**src/rtl/countdown_sequencer_pkg.sv**
```systemverilog
// Shared definitions for the countdown clock sequencer: state encoding,
// BCD constants and the BCD digit helpers used by the sequencer and its decrementer.
package countdown_sequencer_pkg;

  typedef enum logic [1:0] {
    ST_IDLE  = 2'd0,
    ST_RUN   = 2'd1,
    ST_PAUSE = 2'd2,
    ST_DONE  = 2'd3
  } state_t;

  localparam logic [7:0] BCD_59 = 8'h59;
  localparam logic [7:0] BCD_00 = 8'h00;
  localparam int ALARM_CNT_W = 4;

  // Two-digit BCD check; max_tens limits the upper digit (5 for seconds).
  function automatic logic bcd_valid(input logic [7:0] v, input logic [3:0] max_tens);
    return (v[7:4] <= max_tens) && (v[3:0] <= 4'd9);
  endfunction

  // Two-digit BCD minus one; 00 wraps to 99.
  function automatic logic [7:0] bcd_dec(input logic [7:0] v);
    if (v[3:0] == 4'd0) begin
      return {((v[7:4] == 4'd0) ? 4'd9 : v[7:4] - 4'd1), 4'd9};
    end
    return {v[7:4], v[3:0] - 4'd1};
  endfunction

endpackage

```
**src/rtl/countdown_sequencer_bcd_mmss_dec.sv**
```systemverilog
// Combinational mm:ss BCD decrement by one second; zero flags a 00:00 result.
module bcd_mmss_dec
  import countdown_sequencer_pkg::*;
(
  input  logic [7:0] min_in,
  input  logic [7:0] sec_in,
  output logic [7:0] min_out,
  output logic [7:0] sec_out,
  output logic       zero
);

  always_comb begin
    if (sec_in != BCD_00) begin
      min_out = min_in;
      sec_out = bcd_dec(sec_in);
    end else begin
      min_out = bcd_dec(min_in);
      sec_out = BCD_59;
    end
    zero = (min_out == BCD_00) && (sec_out == BCD_00);
  end

endmodule

```
**src/rtl/countdown_sequencer.sv**
```systemverilog
// Run/pause/load controller for the mm:ss countdown clock. Counts down on falling
// edges of the 1 Hz divider output and restarts the divider on every entry into RUN.
module countdown_sequencer
  import countdown_sequencer_pkg::*;
#(
  parameter logic [7:0] DEF_MIN     = 8'h05,
  parameter logic [7:0] DEF_SEC     = 8'h00,
  parameter int         ALARM_TICKS = 5
) (
  input  logic       clk_50MHz,
  input  logic       set_n,
  input  logic       clk_1Hz,
  output logic       div_clear,
  input  logic       start,
  input  logic       pause,
  input  logic       load,
  input  logic [7:0] load_min,
  input  logic [7:0] load_sec,
  output logic [7:0] min_bcd,
  output logic [7:0] sec_bcd,
  output logic       running,
  output logic       done,
  output logic       alarm,
  output logic       load_err,
  output logic [1:0] state_dbg
);

  localparam logic [ALARM_CNT_W-1:0] ALARM_LAST = ALARM_CNT_W'(ALARM_TICKS);

  state_t                 state_q, state_d;
  logic [7:0]             min_d, sec_d;
  logic                   alarm_d, load_err_d, div_clear_d;
  logic                   clr_d1_q, hist_q, hist_d;
  logic [ALARM_CNT_W-1:0] alarm_cnt_q, alarm_cnt_d, alarm_cnt_inc;
  logic [7:0]             dec_min, dec_sec;
  logic                   dec_zero, guard, tick, time_zero, load_ok;

  bcd_mmss_dec u_dec (
    .min_in  (min_bcd),
    .sec_in  (sec_bcd),
    .min_out (dec_min),
    .sec_out (dec_sec),
    .zero    (dec_zero)
  );

  // The divider output collapses to 0 while it is being cleared, so history is
  // held at 0 for the clear cycle and the one after to avoid a false tick.
  assign guard         = div_clear | clr_d1_q;
  assign tick          = !guard && hist_q && !clk_1Hz;
  assign hist_d        = guard ? 1'b0 : clk_1Hz;
  assign time_zero     = (min_bcd == BCD_00) && (sec_bcd == BCD_00);
  assign load_ok       = bcd_valid(load_min, 4'd9) && bcd_valid(load_sec, 4'd5);
  assign alarm_cnt_inc = alarm_cnt_q + ALARM_CNT_W'(1);
  assign state_dbg     = state_q;

  always_comb begin
    state_d     = state_q;
    min_d       = min_bcd;
    sec_d       = sec_bcd;
    alarm_d     = alarm;
    alarm_cnt_d = alarm_cnt_q;
    load_err_d  = 1'b0;
    case (state_q)
      ST_RUN: begin
        if (tick) begin
          min_d = dec_min;
          sec_d = dec_sec;
          if (dec_zero) begin
            state_d     = ST_DONE;
            alarm_d     = 1'b1;
            alarm_cnt_d = '0;
          end else if (pause) begin
            state_d = ST_PAUSE;
          end
        end else if (pause) begin
          state_d = ST_PAUSE;
        end
      end
      default: begin
        if (state_q == ST_DONE && tick && alarm) begin
          alarm_cnt_d = alarm_cnt_inc;
          if (alarm_cnt_inc == ALARM_LAST) alarm_d = 1'b0;
        end
        if (load) begin
          if (load_ok) begin
            state_d     = ST_IDLE;
            min_d       = load_min;
            sec_d       = load_sec;
            alarm_d     = 1'b0;
            alarm_cnt_d = '0;
          end else begin
            load_err_d = 1'b1;
          end
        end else if (start && !pause && state_q != ST_DONE && !time_zero) begin
          state_d = ST_RUN;
        end
      end
    endcase
    div_clear_d = (state_d == ST_RUN) && (state_q != ST_RUN);
  end

  always_ff @(posedge clk_50MHz) begin
    if (set_n) begin
      state_q     <= ST_IDLE;
      min_bcd     <= DEF_MIN;
      sec_bcd     <= DEF_SEC;
      running     <= 1'b0;
      done        <= 1'b0;
      alarm       <= 1'b0;
      load_err    <= 1'b0;
      div_clear   <= 1'b0;
      clr_d1_q    <= 1'b0;
      hist_q      <= 1'b0;
      alarm_cnt_q <= '0;
    end else begin
      state_q     <= state_d;
      min_bcd     <= min_d;
      sec_bcd     <= sec_d;
      running     <= (state_d == ST_RUN);
      done        <= (state_d == ST_DONE);
      alarm       <= alarm_d;
      load_err    <= load_err_d;
      div_clear   <= div_clear_d;
      clr_d1_q    <= div_clear;
      hist_q      <= hist_d;
      alarm_cnt_q <= alarm_cnt_d;
    end
  end

endmodule

```
**config.mk**
```make
export PLATFORM = sky130hd
export DESIGN_NAME = countdown_sequencer
export DESIGN_NICKNAME = d
export VERILOG_FILES = /design/src/rtl/countdown_sequencer_pkg.sv /design/src/rtl/countdown_sequencer_bcd_mmss_dec.sv /design/src/rtl/countdown_sequencer.sv
export SDC_FILE = /design/constraint.sdc
export NUM_CORES = 1
export LEC_CHECK = 0
export ABC_AREA = 1
export ABC_CLOCK_PERIOD_IN_PS = 3000
export CAP_MARGIN = 20
export CORE_UTILIZATION = 55
export CTS_BUF_LIST = sky130_fd_sc_hd__clkbuf_2 sky130_fd_sc_hd__clkbuf_4 sky130_fd_sc_hd__clkbuf_8
export DETAILED_ROUTE_END_ITERATION = 12
export PLACE_DENSITY = 0.87
export SYNTH_ARGS = -nofsm -noshare
export SYNTH_HDL_FRONTEND = slang
export SYNTH_SLANG_ARGS = --single-unit
```
**constraint.sdc**
```tcl
create_clock -name clk_50MHz -period 3 [get_ports clk_50MHz]
set_clock_uncertainty 0.05 [all_clocks]
set_input_delay 0.75 -clock clk_50MHz [delete_from_list [all_inputs] [get_ports clk_50MHz]]
set_output_delay 0.75 -clock clk_50MHz [all_outputs]
set_load 0.05 [all_outputs]
```
; ---- Word-level counts from Yosys, hierarchy flattened
; Index checks and enable logic that the tools add are counted.
[totals]
regBits = 29
input_bits = 22
out_inout_bits = 23
elab_cells = 104
[classes]
addsub = 5
order_cmp = 4
eq_ne = 9
mux = 41
bitwise_logic = 2
n_reduce_logical = 32
[ops]
columns = op, n
row1 = $mux 8, 14
row2 = $logic_not 8->1, 4
row3 = $mux 4, 8
row4 = $logic_not 4->1, 4
row5 = $sub 4x1->4 const B, 4
row6 = $mux 2, 7
row7 = $logic_and 1x1->1, 13
row8 = $le 4x4->1 const B, 3
row9 = $mux 1, 12
row10 = $reduce_bool 8->1, 1
row11 = $ne 2x2->1 const B, 3
row12 = $add 4x1->4 const B, 1
row13 = $eq 2x1->1 const B, 2
row14 = $eq 2x2->1 const B, 2
row15 = $eq 4x3->1 const B, 1
row16 = $le 4x3->1 const B, 1
row17 = $logic_not 1->1, 4
row18 = $reduce_bool 2->1, 2
row19 = $reduce_and 3->1, 1
row20 = $reduce_or 3->1, 1
row21 = $ne 2x1->1 const B, 1
row22 = $reduce_and 2->1, 1
row23 = $reduce_or 2->1, 1
row24 = $not 1->1, 1
row25 = $or 1x1->1, 1

; ---- Longest topological paths before layout
[depth]
ltp_word = 12
mapped_depth = 13
depth_no_buf = 13

; ---- By module
; From an unflattened synthesis, not the netlist that was laid out.
[unflattened]
cells_unflattened = 365
hier_area_um2 = 2272.2
[modules_own_cells]
columns = mod, n_inst, cells_each, area_each_um2, seq_area_each_um2
row1 = countdown_sequencer, 1, 285, 1849.3, 580.6
row2 = bcd_mmss_dec, 1, 80, 422.9, 0.0

; ---- Worst setup path before layout
; No wires, ideal clock.
[synth_timing]
path_kind = input-to-reg
start = input load_min[5]
end = register sec_bcd[0]
setup_time_ns = 0.116
arrival_ns = 1.795
required_ns = 2.834
slack_ns = 1.039
path_stages = 8
path_buffers = 2
cell_sequence = o21ai_0 nand4_1 o21ai_1 o21ai_1 buf_2 buf_4 o21ai_0 nor2_1
[synth_via]
elab_chain_len = 5
[synth_rtl]
columns = item, line_no
row1 = "start, declared", countdown_sequencer.sv:17  ; input logic [7:0] load_min,
row2 = $le 4x4->1, countdown_sequencer_pkg.sv:18  ; return (v[7:4] <= max_tens) && (v[3:0] <= 4'd9);
row3 = $logic_and 1x1->1, countdown_sequencer_pkg.sv:18
row4 = $logic_and 1x1->1, countdown_sequencer.sv:52  ; assign load_ok = bcd_valid(load_min, 4'd9) && bcd_valid(load_sec, 4'd5);
row5 = $reduce_bool 2->1 (no source line), --
row6 = $reduce_and 3->1 (no source line), --
row7 = "end signal, assigned", countdown_sequencer.sv:106  ; sec_bcd <= DEF_SEC;
row8 = "end signal, assigned", countdown_sequencer.sv:118  ; sec_bcd <= sec_d;
row9 = "end, declared", countdown_sequencer.sv:20  ; output logic [7:0] sec_bcd,
; Every way passes these cells.
; A chain may end at the register's enable or synchronous reset.

; ---- Final worst setup path
[layout_timing]
start = input load_min[5]
end = register sec_bcd[3]
; The elaborated chain is that of the path after synthesis.

==> metrics.cfg <==
[sta]
max_slew_margin_pct = 60.1
min_period_ns = 2.55
finalCritPeriodShare_pct = 84.9
rsz0062_at_grt = false
drv_slew = 0
tightest_slew_ns = 0.597
setup_viol = 0
fmax_ghz = 0.393
final_hold_viol_count = 0
fin_tns_setup_ns = 0

[placement]
portBuffers = 44
gp_congestion = 0.913
hpwl_um = 3430

[setup_path]
worst-setup-path-type = input port to flip-flop
slowest_delay_ns = 0.42
critPathLaunchType = input port
crit_arrival_ns = 2.71
worst_path_max_delay_cell = clkdlybuf4s50_1
path_max_fanout = 13
cp-end-kind = flip-flop
timing.critical_path.cells = clkdlybuf4s50_1 -> o21ai_0 -> nand4_1 -> o21ai_1 -> o21ai_1 -> inv_1 -> nand2_1 -> o21ai_0 -> nor2_1
required_ns = 3.16

[clocking]
cts.reportedPaths.clkPinSlew_ns = 0.10
cts.sinks = 29
cts_buffers = 5
insertion_delay_ns = 0.34
post_cts_buffers = 0
htreeDepth = 2
cts_tree = built
clock_path_buffers = 2
post_cts_resized = 0
clockRootBuffer = clkbuf_4
hold_buffers = 0

[grt]
grt_pass1_wl_um = 7760
antenna_found_initial = 0
first_global_vias = 1787
grt-ovfl-total = 0
grt_max_degree = 26
grtUsageTotal_pct = 29.4

[power]
p_total_mw = 1.31
power.density_mw_per_mm2 = 562
p_leak_nw = 1.02
peakVddDrop_uv = 365

[final_layout]
final_cell_mix = 78 x nand2_1, 44 x clkdlybuf4s50_1, 38 x inv_1
fillerInstances = 269
drive_gt1_share_pct = 7.58
mostFrequentLayoutCell = nand2_1
num_antenna_cells = 0
area_delta_synth_final_pct = 28.8
fin_nets = 353
final_util_pct = 75.4

[floorplan]
die_area_mm2 = 0.00351
core_area_mm2 = 0.00308
initial_utilization_pct = 58.6
fp.dieH_um = 59.3
die_w_um = 59.3
io_pins = 45
rows = 20

[synth]
synth_nets = 309
synth_ff_type = dfxtp_1
ys_ff_latch = 29
async_flop_share_pct = 0
synth_warnings = 0
ys_types = 29
synth_edf_count = 0
syn_inst = 285
seq_area_frac_synth_pct = 32.2
synth.cell_area_mm2 = 0.00180
avgSynthCellArea_um2 = 6.33

[route]
drt_iter0_markers = 132
drt-total-wl_um = 4640
wl_per_cell_um = 12.4
vias_per_cell = 5.21
drc = 0
ant_nets = 0
num_vias = 1950
drt_pass1_iterations = 5

[run]
drv_cap = 0

[worst_hold_path]
hold_class = flip-flop to flip-flop

[status]
outcome = finished, final reports clean

## final timing paths
path / slack (ns) / startpoint / to / cells after the start
max: 0.45 / load_min[5] / sec_bcd[3] / 9
min: 0.41 / div_clear / clr_d1_q / 2
max reg2reg: 0.79 / state_dbg[0] / sec_bcd[3] / 10
min reg2reg: 0.41 / div_clear / clr_d1_q / 2
## where the power goes
part | switching (mW) | internal [mW] | total (mW)
sequential | 0.0433 | 0.424 | 0.467
combinational | 0.397 | 0.196 | 0.594
clock | 0.147 | 0.0982 | 0.245
total | 0.587 | 0.719 | 1.31
## Yosys cell counts (2+ instances only)
library cell   n  share of area, %
buf_1          2              0.42
nand2_2        4               1.4
a211oi_1       2              0.83
a21oi_1       21               5.8
nand3_1       16               4.4
inv_1         38               7.9
o21ai_1        5               1.4
nand4_1        3               1.0
dfxtp_1       29                32
nor2_1        26               5.4
xor2_1         4               1.9
clkbuf_1       2              0.42
o211ai_1       4               1.7
nor3_1         3              0.83
o21ai_0       25               6.9
nand3_2        3               1.7
ha_1           2               1.4
nor2_2         2              0.69
nor2_4         4               2.5
nand2_1       78                16
buf_2          4               1.1
## cells by family (layout without fill, tap and decap cells)
kind of cell	after synthesis	after routing	synth area share, %
compound gates	58	58	17.0
xor+xnor	5	5	2.43
fa+ha+maj	2	2	1.39
buf+inv	48	93	10.9
flops	29	29	32.2
simple gates	143	143	36.1
## worst max-delay path: cells and delay by family
| family | cells | cell delay (ns) |
|---|---|---|
| AOI/OAI and AO/OA | 4 | 0.77 |
| buffers and inverters | 2 | 0.73 |
| and+or+nand+nor | 3 | 0.45 |
## sequential cells by signal, indices dropped and copies added (netlist names)
register     count
sec_bcd          8
min_bcd          8
state_dbg        2
alarm_cnt_q      4
load_err         1
done             1
clr_d1_q         1
hist_q           1
running          1
div_clear        1
alarm            1
## through the flow
stage	area (um2)	instances	hold slack, ns	setup slack [ns]
floorplan	1800	285	0.410	1.04
global placement	2270	366	0.398	0.267
detailed placement	2270	366	0.402	0.166
CTS	2320	374	0.416	0.502
global route	2320	374	0.449	0.323
finish	2320	374	0.412	0.454
## final cells by class
class / count / area [um2] / share of cell area (%)
Timing Repair Buffer: 47 / 463 / 19.9
Clock buffer: 6 / 45.0 / 1.94
Tap cell: 44 / 55.1 / 2.37
Clock inverter: 2 / 10.0 / 0.431
Sequential cell: 29 / 581 / 25.0
Inverter: 38 / 143 / 6.14
Multi-Input combinational cell: 208 / 1030 / 44.2
## routing by layer
layer / share of wire [%] / global-route usage [%] / routed length, um
met1: 46 / 38.0 / 2150
met2: 44 / 47.0 / 2030
met3: 7.3 / 7.42 / 341
met4: 2.6 / 11.2 / 121
met5: 0 / 0 / 0
(Power assumes the default switching activity.)
